File: src/rtl/rv32im_muldiv_seq_if.sv
`default_nettype none
// ============================================================================
//  Module   : rv32im_muldiv_seq_if
//  Purpose  : Handshake/data bundle between the EX stage and the iterative
//             M-extension multiply/divide sequencer.
//  Ports    : (interface signals)
//             i_valid     EX holds an M-extension op (held until o_valid)
//             i_funct3    operation select (MUL..REMU)
//             i_rs1_data  dividend / multiplicand
//             i_rs2_data  divisor / multiplier
//             i_flush     kill in-flight operation
//             o_stall     pipeline stall request
//             o_valid     one-cycle result strobe
//             o_result    registered result
//  Modports : slave  - sequencer side
//             master - EX stage side
//  Revision : 1.0  initial release
// ============================================================================
interface rv32im_muldiv_seq_if #(
    parameter int WIDTH = 32
);
    logic             i_valid;
    logic [2:0]       i_funct3;
    logic [WIDTH-1:0] i_rs1_data;
    logic [WIDTH-1:0] i_rs2_data;
    logic             i_flush;
    logic             o_stall;
    logic             o_valid;
    logic [WIDTH-1:0] o_result;

    modport slave (
        input  i_valid, i_funct3, i_rs1_data, i_rs2_data, i_flush,
        output o_stall, o_valid, o_result
    );

    modport master (
        output i_valid, i_funct3, i_rs1_data, i_rs2_data, i_flush,
        input  o_stall, o_valid, o_result
    );
endinterface
`default_nettype wire

File: src/rtl/rv32im_muldiv_seq.sv
`default_nettype none
// ============================================================================
//  Module   : rv32im_muldiv_seq
//  Purpose  : Iterative RV32M multiply/divide unit. 32-step shift-add
//             multiply (LSB first) and restoring divide (MSB first) on
//             operand magnitudes, with sign fix-up when entering DONE and
//             single-cycle fast paths for divide-by-zero and signed overflow.
//  Ports    : clk  - core clock
//             rst  - synchronous active-high reset
//             bus  - rv32im_muldiv_seq_if.slave (request/stall/result)
//  Revision : 1.0  initial release
// ============================================================================
module rv32im_muldiv_seq #(
    parameter int WIDTH = 32
) (
    input  wire logic             clk,
    input  wire logic             rst,
    rv32im_muldiv_seq_if.slave    bus
);

    typedef enum logic [1:0] {
        S_IDLE = 2'd0,
        S_CALC = 2'd1,
        S_DONE = 2'd2
    } state_t;

    localparam logic [WIDTH-1:0] c_int_min  = {1'b1, {(WIDTH-1){1'b0}}};
    localparam logic [WIDTH-1:0] c_all_ones = {WIDTH{1'b1}};
    localparam logic [4:0]       c_last_cnt = 5'd31;

    state_t             r_state;
    state_t             w_next;

    logic [2:0]         r_funct3;
    logic               r_neg_q;     // product / quotient sign
    logic               r_neg_r;     // remainder sign (dividend sign)
    logic [4:0]         r_cnt;
    logic [2*WIDTH-1:0] r_acc;       // mul: {partial hi, multiplier}; div: {rem, dividend/quotient}
    logic [WIDTH-1:0]   r_opnd;      // mul: multiplicand magnitude; div: divisor magnitude
    logic [WIDTH-1:0]   r_result;

    // ------------------------------------------------------------------
    // Request decode
    // ------------------------------------------------------------------
    logic               w_accept;
    logic               w_is_div;
    logic               w_rs1_signed;
    logic               w_rs2_signed;
    logic               w_neg1;
    logic               w_neg2;
    logic [WIDTH-1:0]   w_mag1;
    logic [WIDTH-1:0]   w_mag2;
    logic               w_div_zero;
    logic               w_div_ovf;
    logic               w_fast;
    logic [WIDTH-1:0]   w_fast_result;

    assign w_accept = (r_state == S_IDLE) && bus.i_valid && !bus.i_flush;
    assign w_is_div = bus.i_funct3[2];

    // MUL is treated as unsigned: its low word is identical either way.
    assign w_rs1_signed = w_is_div ? !bus.i_funct3[0]
                                   : (bus.i_funct3 == 3'b001) || (bus.i_funct3 == 3'b010);
    assign w_rs2_signed = w_is_div ? !bus.i_funct3[0]
                                   : (bus.i_funct3 == 3'b001);

    assign w_neg1 = w_rs1_signed && bus.i_rs1_data[WIDTH-1];
    assign w_neg2 = w_rs2_signed && bus.i_rs2_data[WIDTH-1];
    assign w_mag1 = w_neg1 ? (~bus.i_rs1_data + 1'b1) : bus.i_rs1_data;
    assign w_mag2 = w_neg2 ? (~bus.i_rs2_data + 1'b1) : bus.i_rs2_data;

    assign w_div_zero = w_is_div && (bus.i_rs2_data == '0);
    assign w_div_ovf  = w_is_div && !bus.i_funct3[0]
                        && (bus.i_rs1_data == c_int_min)
                        && (bus.i_rs2_data == c_all_ones);
    assign w_fast     = w_div_zero || w_div_ovf;

    // funct3[1] distinguishes REM/REMU from DIV/DIVU.
    always_comb begin
        w_fast_result = '0;
        if (w_div_zero) begin
            w_fast_result = bus.i_funct3[1] ? bus.i_rs1_data : c_all_ones;
        end else begin
            w_fast_result = bus.i_funct3[1] ? '0 : c_int_min;
        end
    end

    // ------------------------------------------------------------------
    // One iteration of the datapath
    // ------------------------------------------------------------------
    logic [WIDTH:0]     w_sum;
    logic [WIDTH:0]     w_trial;
    logic               w_ge;
    logic [WIDTH-1:0]   w_diff;
    logic [WIDTH-1:0]   w_rem_next;
    logic [2*WIDTH-1:0] w_acc_next;

    // Multiply: add multiplicand into the high half when the current
    // multiplier LSB is set, then shift the whole accumulator right.
    assign w_sum = {1'b0, r_acc[2*WIDTH-1:WIDTH]}
                 + {1'b0, (r_acc[0] ? r_opnd : {WIDTH{1'b0}})};

    // Divide: shift the next dividend bit into the partial remainder and
    // subtract the divisor if it fits. A successful subtraction always
    // leaves a value below the divisor, so the low WIDTH bits suffice.
    assign w_trial    = r_acc[2*WIDTH-1:WIDTH-1];
    assign w_ge       = w_trial >= {1'b0, r_opnd};
    assign w_diff     = w_trial[WIDTH-1:0] - r_opnd;
    assign w_rem_next = w_ge ? w_diff : w_trial[WIDTH-1:0];

    assign w_acc_next = r_funct3[2] ? {w_rem_next, r_acc[WIDTH-2:0], w_ge}
                                    : {w_sum, r_acc[WIDTH-1:1]};

    // Result as it will stand after the final iteration.
    logic [2*WIDTH-1:0] w_prod;
    logic [WIDTH-1:0]   w_quo;
    logic [WIDTH-1:0]   w_rem;
    logic [WIDTH-1:0]   w_final;

    assign w_prod = r_neg_q ? (~w_acc_next + 1'b1) : w_acc_next;
    assign w_quo  = r_neg_q ? (~w_acc_next[WIDTH-1:0] + 1'b1) : w_acc_next[WIDTH-1:0];
    assign w_rem  = r_neg_r ? (~w_acc_next[2*WIDTH-1:WIDTH] + 1'b1)
                            : w_acc_next[2*WIDTH-1:WIDTH];

    always_comb begin
        w_final = '0;
        if (r_funct3[2]) begin
            w_final = r_funct3[1] ? w_rem : w_quo;
        end else begin
            w_final = (r_funct3[1:0] == 2'b00) ? w_prod[WIDTH-1:0]
                                               : w_prod[2*WIDTH-1:WIDTH];
        end
    end

    // ------------------------------------------------------------------
    // FSM
    // ------------------------------------------------------------------
    always_ff @(posedge clk) begin
        if (rst) begin
            r_state <= S_IDLE;
        end else begin
            r_state <= w_next;
        end
    end

    always_comb begin
        w_next = r_state;
        case (r_state)
            S_IDLE: begin
                if (w_accept) begin
                    w_next = w_fast ? S_DONE : S_CALC;
                end
            end
            S_CALC: begin
                if (r_cnt == c_last_cnt) begin
                    w_next = S_DONE;
                end
            end
            S_DONE:  w_next = S_IDLE;
            default: w_next = S_IDLE;
        endcase
        if (bus.i_flush) begin
            w_next = S_IDLE;
        end
    end

    // ------------------------------------------------------------------
    // Datapath registers
    // ------------------------------------------------------------------
    always_ff @(posedge clk) begin
        if (rst) begin
            r_funct3 <= '0;
            r_neg_q  <= 1'b0;
            r_neg_r  <= 1'b0;
            r_cnt    <= '0;
            r_acc    <= '0;
            r_opnd   <= '0;
            r_result <= '0;
        end else if (w_accept) begin
            r_funct3 <= bus.i_funct3;
            r_neg_q  <= w_neg1 ^ w_neg2;
            r_neg_r  <= w_neg1;
            r_cnt    <= '0;
            if (w_is_div) begin
                r_acc  <= {{WIDTH{1'b0}}, w_mag1};
                r_opnd <= w_mag2;
            end else begin
                r_acc  <= {{WIDTH{1'b0}}, w_mag2};
                r_opnd <= w_mag1;
            end
            if (w_fast) begin
                r_result <= w_fast_result;
            end
        end else if ((r_state == S_CALC) && !bus.i_flush) begin
            r_acc <= w_acc_next;
            r_cnt <= r_cnt + 5'd1;
            if (r_cnt == c_last_cnt) begin
                r_result <= w_final;
            end
        end
    end

    // ------------------------------------------------------------------
    // Outputs
    // ------------------------------------------------------------------
    assign bus.o_stall  = !rst && (((r_state == S_IDLE) && bus.i_valid && !bus.i_flush)
                                   || (r_state == S_CALC));
    assign bus.o_valid  = !rst && (r_state == S_DONE) && !bus.i_flush;
    assign bus.o_result = r_result;

endmodule
`default_nettype wire
File: src/flat_wrapper.sv
// flat-port wrapper written by rule: the top's interface ports become plain ports
module rv32im_muldiv_seq_flat 
#(
    parameter int WIDTH = 32
)
  (clk, rst, bus_i_valid, bus_i_funct3, bus_i_rs1_data, bus_i_rs2_data, bus_i_flush, bus_o_stall, bus_o_valid, bus_o_result);
  rv32im_muldiv_seq_if #(.WIDTH(WIDTH)) bus_i ();
  input  wire logic clk;
  input  wire logic rst;
  input wire logic [$bits(bus_i.i_valid)-1:0] bus_i_valid;
  input wire logic [$bits(bus_i.i_funct3)-1:0] bus_i_funct3;
  input wire logic [$bits(bus_i.i_rs1_data)-1:0] bus_i_rs1_data;
  input wire logic [$bits(bus_i.i_rs2_data)-1:0] bus_i_rs2_data;
  input wire logic [$bits(bus_i.i_flush)-1:0] bus_i_flush;
  output wire logic [$bits(bus_i.o_stall)-1:0] bus_o_stall;
  output wire logic [$bits(bus_i.o_valid)-1:0] bus_o_valid;
  output wire logic [$bits(bus_i.o_result)-1:0] bus_o_result;
  assign bus_i.i_valid = bus_i_valid;
  assign bus_i.i_funct3 = bus_i_funct3;
  assign bus_i.i_rs1_data = bus_i_rs1_data;
  assign bus_i.i_rs2_data = bus_i_rs2_data;
  assign bus_i.i_flush = bus_i_flush;
  assign bus_o_stall = bus_i.o_stall;
  assign bus_o_valid = bus_i.o_valid;
  assign bus_o_result = bus_i.o_result;
  rv32im_muldiv_seq #(.WIDTH(WIDTH)) u_core (.clk(clk), .rst(rst), .bus(bus_i));
endmodule
File: config.mk
export PLATFORM = sky130hd
export DESIGN_NAME = rv32im_muldiv_seq_flat
export DESIGN_NICKNAME = d
export VERILOG_FILES = /design/src/rtl/rv32im_muldiv_seq_if.sv /design/src/rtl/rv32im_muldiv_seq.sv /design/src/flat_wrapper.sv
export SDC_FILE = /design/constraint.sdc
export NUM_CORES = 1
export LEC_CHECK = 0
export ABC_AREA = 0
export BUFFER_PORTS_ARGS = -buffer_cell sky130_fd_sc_hd__buf_2
export CORE_MARGIN = 2
export CORE_UTILIZATION = 43
export CTS_BUF_LIST = sky130_fd_sc_hd__clkbuf_8
export CTS_CLUSTER_DIAMETER = 200
export CTS_CLUSTER_SIZE = 8
export DETAILED_ROUTE_END_ITERATION = 6
export PLACE_DENSITY_LB_ADDON = 0.25
export SETUP_SLACK_MARGIN = 0.15
export SLEW_MARGIN = 20
export SYNTH_ARGS = -nofsm -noshare
export SYNTH_HDL_FRONTEND = slang
export SYNTH_SLANG_ARGS = --single-unit
File: constraint.sdc
create_clock -name clk -period 7.9 [get_ports clk]
set_input_delay 0.79 -clock clk [delete_from_list [all_inputs] [get_ports clk]]
set_output_delay 0.79 -clock clk [all_outputs]
set_load 0.03 [all_outputs]
==> results of run 1 <==
[cells in the final DEF (no fill, tap or decap), types with 21 or more instances in the layout]
| master | count |
|---|---|
| a211oi_1 | 62 |
| a21o_1 | 21 |
| a21oi_1 | 218 |
| a22oi_1 | 26 |
| a31oi_1 | 30 |
| and2_1 | 51 |
| buf_2 | 103 |
| buf_4 | 37 |
| dfxtp_1 | 139 |
| ha_1 | 71 |
| inv_1 | 72 |
| mux2i_1 | 45 |
| nand2_1 | 269 |
| nand3_1 | 34 |
| nand4_1 | 41 |
| nor2_1 | 259 |
| nor3_1 | 53 |
| o211ai_1 | 73 |
| o21ai_0 | 179 |
| o31ai_1 | 23 |
| xnor2_1 | 88 |
| xor2_1 | 81 |
[power groups by stage]
stage	clock [W]	sequential [W]	combinational [W]
5_1_grt	0.000685	0.000764	0.000950
2_1_floorplan	0	0.000764	0.000603
4_1_cts	0.000662	0.000760	0.000861
3_5_place_dp	0	0.000776	0.000857
3_3_place_gp	0	0.000775	0.000855
6_report	0.000660	0.000761	0.000885
[sequential cells by signal, summed over array words and instances (netlist names)]
signal,flops
u_core.r_cnt,5
u_core.bus.o_result,32
u_core.r_funct3,3
u_core.r_neg_q,1
u_core.r_opnd,32
u_core.r_state,2
u_core.r_acc,64
u_core.r_neg_r,1
[area by class of cell]
class / count / area [um2] / area share [%]
multi-input cells: 1917 / 12070 / 71.20
flip-flops and latches: 140 / 2806 / 16.56
repair buffers: 140 / 793.3 / 4.680
well taps: 468 / 585.6 / 3.454
inverters: 75 / 281.5 / 1.661
clock buffers: 19 / 261.5 / 1.543
clock inverters: 13 / 148.9 / 0.8784
diodes: 2 / 5.005 / 0.02952
[per-stage QoR]
stage,util (%),instances
after floorplan,-,2270
after global placement,45.60,2740
after detailed placement,45.60,2740
after CTS,46.74,2772
after global routing,46.74,2772
final,46.75,2774
[critical path, cell delays in order (launching register included)]
cell and delay [ns]:
dfxtp_1 0.38, inv_1 0.05, ha_1 0.35, a21o_1 0.20
a211oi_1 0.30, o21ai_1 0.23, a211oi_4 0.63, nand3_1 0.36
o21ai_0 0.35, ha_1 0.31, o211ai_1 0.16, or4_1 0.62
or3_1 0.45, inv_1 0.15, nand4_1 0.62, o21ai_0 0.50
xor2_1 0.19, nor2_1 0.06, a211oi_1 0.21, a311oi_1 0.07
a21oi_1 0.17
[worst paths after layout]
path	startpoint	end	slack, ns	depth (start not counted)
worst max-delay path	u_core.r_opnd[30]$_SDFFE_PP0P_	u_core.bus.o_result[4]$_SDFFE_PP0P_	1.43	20
worst max register to register	u_core.r_opnd[30]$_SDFFE_PP0P_	u_core.bus.o_result[4]$_SDFFE_PP0P_	1.43	20
worst min-delay path	u_core.bus.o_result[23]$_SDFFE_PP0P_	u_core.bus.o_result[23]$_SDFFE_PP0P_	0.46	2
worst min register to register	u_core.bus.o_result[23]$_SDFFE_PP0P_	u_core.bus.o_result[23]$_SDFFE_PP0P_	0.46	2
[per-layer routing]
metal | vias to the layer above | part of all wire (%) | global-route usage, %
li1 | 8345 | - | -
met1 | 8515 | 43 | 47.85
met2 | 927 | 41 | 50.63
met3 | 163 | 10 | 8.048
met4 | 4 | 5.0 | 16.94
met5 | - | 0.036 | 0
[kinds of logic after synthesis]
family	Yosys count
XOR/XNOR	169
flip-flops	140
buffers and inverters	213
multiplexers	47
AO/OA/AOI/OAI	777
AND/OR/NAND/NOR	851
adder cells (fa/ha/maj)	73
==> flow_summary.yaml, run 1 <==
outcome:
  outcome: "completed"
timing:
  fin_ws_ns: 1.433
  hold_viol: 0
  rsz0062_at_grt: "false"
  maxSlewHeadroom_pct: 20.60
  timing.fmax_ghz: 0.1546
  tns_ns: 0
  post-route-period-util_pct: 81.86
  hold-worst-slack_ns: 0.4569
  clock_skew_ns: 0.03906
  period_needed_ns: 6.467
  setup_viol: 0
  finalMaxSlewViolations: 0
  tightestPinTransition_ns: 1.191
global_routing:
  grt.total_usage_pct: 34.69
  grt_max_degree: 91
  grt_pass1_vias: 16160
  grt_overflow: 0
  grt_pass1_wl_mm: 100.5
  antenna_found_initial: 4
placement:
  post-place-ws_ns: 1.680
  io_buffer_count: 104
  placed_area_um2: 16540
  gp_congestion: 0.9756
  dp_hpwl_mm: 52.38
logic_synthesis:
  synth_edf_count: 0
  syn_nets: 2414
  synthMuxAreaShare_pct: 3.010
  synth_cell_types: 104
  yosysTopAreaCell: "dfxtp_1"
  dominantRegCellSynth: "dfxtp_1"
  synth_commonest_cells: "269 x nand2_1, 261 x nor2_1, 218 x a21oi_1"
  ys_seq_elements: 140
  synth-adder-area-share_pct: 5.908
  synth_cells: 2270
  synth_top_family_by_area: "compound AO/OA/AOI/OAI gates"
  yosys.area_share.simple_pct: 26.11
  yosysTopAreaCellShare_pct: 17.84
  synth.area.top_cells: "dfxtp_1 18%, a21oi_1 6.9%, nand2_1 6.4%"
  syn-cell-area_um2: 15710
  async_reset_ff_share_pct: 0
  synth_xor_area_share_pct: 9.420
  ys_seq_area_share_pct: 17.84
  yosysWarnings: 0
  synth_compound_area_share_pct: 32.18
  synth_most_common_cell: "nand2_1"
  avgSynthCellArea_um2: 6.922
setup_path:
  start_kind: "register"
  worst-endpoint-arrival_ns: 6.92
  cp_max_fo: 14
  critPathRequiredTime_ns: 8.35
  path_class: "reg -> reg"
  crit_path_end_kind: "register"
drt:
  drt_wl_total_mm: 67.46
  num_vias: 17950
  drtAntennaViolNets: 0
  drc: 0
  wl_per_cell_um: 24.32
  vias_per_cell: 6.472
  drtIter0Drc: 1895
  firstDrtPassIters: 6
power:
  power.total_w: 0.002307
  power.internal_w: 0.001341
  p_comb_share_pct: 38.4
  power.density_nw_per_um2: 136.1
  power_frac_clock_pct: 28.6
  ir_drop_v: 0.0001008
  p_sw_w: 0.0009662
  power.leakage_nw: 6.497
  p_sw_share_pct: 41.88
  pwr-share-seq_pct: 33.0
floorplanning:
  io_pins: 105
  die_x_um: 195.2
  dieArea_um2: 38090
  dieHeight_um: 195.2
  row_count: 70
  initial_utilization_pct: 43.34
  core_um2: 36260
clock_network:
  cts_max_level: 4
  clk_pin_slew_ns: 0.12
  numCtsBuffers: 17
  cts.sinks: 140
  cts_setup_buffers: 0
  cts_hold_buf: 0
  cts_tree: "built"
  cts_resized: 0
  clock_tree.root_cell: "clkbuf_8"
  clock_latency_ns: 0.54
  clk_path_buf_depth: 2
final_layout:
  layout-drive-gt1-share_pct: 9.983
  fillerInstances: 3790
  fin_area_um2: 16950
  final_nets: 2435
  syn_to_final_growth_pct: 7.875
flow_run:
  maxCapViolCount: 0
worst_hold_path:
  hold_class: "reg -> reg"
No activity file was read; power rests on OpenSTA's default activity.
==> inputs of run 2 (changes only) <==
--- a/config.mk
+++ b/config.mk
@@ -5,7 +5,7 @@
 export SDC_FILE = /design/constraint.sdc
 export NUM_CORES = 1
 export LEC_CHECK = 0
-export ABC_AREA = 0
+export ABC_AREA = 1
 export BUFFER_PORTS_ARGS = -buffer_cell sky130_fd_sc_hd__buf_2
 export CORE_MARGIN = 2
 export CORE_UTILIZATION = 43
==> constraint.sdc (replaced) <==
create_clock -name clk -period 5.4 [get_ports clk]
set_input_delay 0.54 -clock clk [delete_from_list [all_inputs] [get_ports clk]]
set_output_delay 0.54 -clock clk [all_outputs]
set_load 0.03 [all_outputs]
==> run 2 against run 1 <==
  * The run now ends with design-rule violations left
  * Synthesized cell count rose by 41%
  * Total power rose by 74%
  * Die area rose by 13%
  * Core utilization rose by 0.46 points
  * Worst setup slack got worse by 0.90 ns
  * Sequential share of layout area fell by 1.9 points
  * Cell count rose by 37%
  * Area after synthesis rose by 13%
==> flow_summary.yaml, run 2 <==
outcome:
  outcome: "finished with violations"
  violations: "design-rule violations"
clock_network:
  clock_latency_ns: 0.53
  cts_max_level: 4
  clk_path_buf_depth: 2
  numCtsBuffers: 17
  clk_pin_slew_ns: 0.10
  clock_tree.root_cell: "clkbuf_8"
  cts_tree: "built"
  cts.sinks: 140
setup_path:
  crit_path_end_kind: "register"
  worst-endpoint-arrival_ns: 5.23
  crit_top_cell: "nand2_1"
  rr_startpoint: "u_core.r_opnd[26]$_SDFFE_PP0P_"
  startpoint: "u_core.r_opnd[26]$_SDFFE_PP0P_"
  slowest_delay_ns: 0.53
  critPathRequiredTime_ns: 5.77
  cp_slowest_cell: "dfxtp_1"
  start_kind: "register"
  path_class: "reg -> reg"
  cp_max_fo: 8
drt:
  drtAntennaViolNets: 0
  num_vias: 22200
  wl_per_cell_um: 22.43
  drtIter0Drc: 2934
  vias_per_cell: 5.832
  drt_wl_total_mm: 85.41
  drc: 6
  firstDrtPassIters: 7
logic_synthesis:
  avgSynthCellArea_um2: 5.537
  async_reset_ff_share_pct: 0
  yosysTopAreaCell: "nand2_1"
  synth_commonest_cells: "1,015 x nand2_1, 479 x inv_1, 279 x nor2_1"
  ys_seq_elements: 140
  syn-cell-area_um2: 17740
  synth_most_common_cell: "nand2_1"
  synth.area.top_cells: "nand2_1 21%, dfxtp_1 16%, inv_1 10%"
  dominantRegCellSynth: "dfxtp_1"
  yosysWarnings: 0
  synth_edf_count: 0
  ys_seq_area_share_pct: 15.80
  synth_cell_types: 58
  syn_nets: 3348
  synth_cells: 3204
  yosysTopAreaCellShare_pct: 21.47
global_routing:
  grt_max_degree: 62
  grt_pass1_vias: 20270
  antenna_found_initial: 2
  grt.total_usage_pct: 38.37
  use_met3_pct: 7.414
  grt_busiest_layer: "met2"
  grt_pass1_wl_mm: 125.6
  met1_usage_pct: 48.60
  grt_overflow: 0
  grtUsageMet2_pct: 59.21
timing:
  tns_ns: 0
  period_needed_ns: 4.862
  timing.fmax_ghz: 0.2057
  setup_viol: 0
  maxSlewHeadroom_pct: 24.92
  hold_viol: 0
  post-route-period-util_pct: 90.04
  rsz0062_at_grt: "false"
  clock_skew_ns: 0.02732
  finalMaxSlewViolations: 0
  tightestPinTransition_ns: 1.122
final_layout:
  top_register: "u_core.r_acc"
  ff_latch_area_um2: 2810
  final_util_pct: 47.21
  final_common_cell: "nand2_1"
  final_nets: 3405
  largest_register_ffs: 64
  syn_to_final_growth_pct: 8.406
  fin_cells: 3807
  layout-drive-gt1-share_pct: 9.957
  layout_common_cells: "1,015 x nand2_1, 479 x inv_1, 275 x nor2_1"
  fillerInstances: 4472
  multiInputGateArea_um2: 12590
floorplanning:
  dieArea_um2: 42900
  die_x_um: 207.1
  io_pins: 105
  initial_utilization_pct: 43.55
  row_count: 74
  core_um2: 40740
  dieHeight_um: 207.1
placement:
  io_buffer_count: 104
  placed_cells: 3771
  dp_hpwl_mm: 67.85
  gp_congestion: 1.118
flow_run:
  maxCapViolCount: 0
worst_hold_path:
  min_from: "bus_i_rs2_data[0]"
  hold_class: "in -> reg"
power:
  ir_drop_v: 0.0001629
  power.leakage_nw: 9.896
  power.density_nw_per_um2: 209.1
==> run 2: changes by cell type after synthesis, moves of 26 or more <==
cell | before | now
nand2_1 | 269 | 1015
and2_1 | 51 | 5
inv_1 | 71 | 479
a211oi_1 | 62 | 1
o21ai_0 | 179 | 152
nor2_2 | 1 | 27
xnor2_1 | 88 | 34
o211ai_1 | 73 | 34
mux2i_1 | 45 | 0
nand3_1 | 34 | 232
==> run 2: where the power goes <==
group | switching [W] | internal, W | total, W
Combinational | 0.00140 | 0.000525 | 0.00192
Clock | 0.000538 | 0.000414 | 0.000952
Sequential | 0.0000600 | 0.00109 | 0.00115
Total | 0.00199 | 0.00203 | 0.00402
==> run 2: metrics by stage <==
stage                     cell area (um2)  hold slack (ns)  setup WS, ns  power (W)
after floorplan                     17740           0.4453         1.622   0.002382
after global placement              18790           0.4489        0.5968   0.003000
after detailed placement            18790           0.4534        0.5760   0.003003
after CTS                           19190           0.3263        0.5344   0.003943
after global routing                19230           0.3720        0.1892   0.004199
final                               19230           0.3499        0.5379   0.004021
==> run 2: repair_timing <==
| item | 4_1_cts | 5_1_grt |
|---|---|---|
| gates resized for setup | 0 | 3 |
| hold buffers | 0 | 0 |
| buffers inserted | 0 | 2 |
| endpoints found under the setup margin | 0 | 14 |
==> run 2: per-layer routing <==
layer  vias to the layer above  part of all wire (%)
li1                      10390                     -
met1                     10180                    40
met2                      1364                    42
met3                       265                    10
met4                         2                   7.6
met5                         -                0.0035
==> run 2: cell families after synthesis <==
logic type                 synth area share, %
buffers and inverters                    13.51
xor gates and xnor gates                 5.578
AOI/OAI and AO/OA                        16.61
adders and majority gates                5.233
DFF                                      15.80
and+or+nand+nor                          43.27
==> run 2: cell type report <==
class	count	share of cell area, %
Tap cell	532	3.461
Clock buffer	20	1.431
Clock inverter	12	0.6570
Sequential cell	140	14.61
Antenna cell	1	0.01301
Timing Repair Buffer	156	4.736
Multi-Input combinational cell	2453	65.47
Inverter	493	9.621
==> run 2: worst max-delay path, delay by kind of cell (launching register included) <==
| kind | cells | cell delay, ns |
|---|---|---|
| and+or+nand+nor | 22 | 2.62 |
| AOI/OAI and AO/OA | 4 | 0.80 |
| adders and majority gates | 2 | 0.64 |
| DFF | 1 | 0.53 |
| buffers and inverters | 1 | 0.11 |
==> run 2: worst paths after layout <==
path	endpoint	slack (ns)	cells past startpoint
max	u_core.bus.o_result[22]$_SDFFE_PP0P_	0.54	29
min	u_core.r_opnd[0]$_SDFFE_PP0P_	0.35	3
max reg2reg	u_core.bus.o_result[22]$_SDFFE_PP0P_	0.54	29
min reg2reg	u_core.bus.o_result[24]$_SDFFE_PP0P_	0.47	2
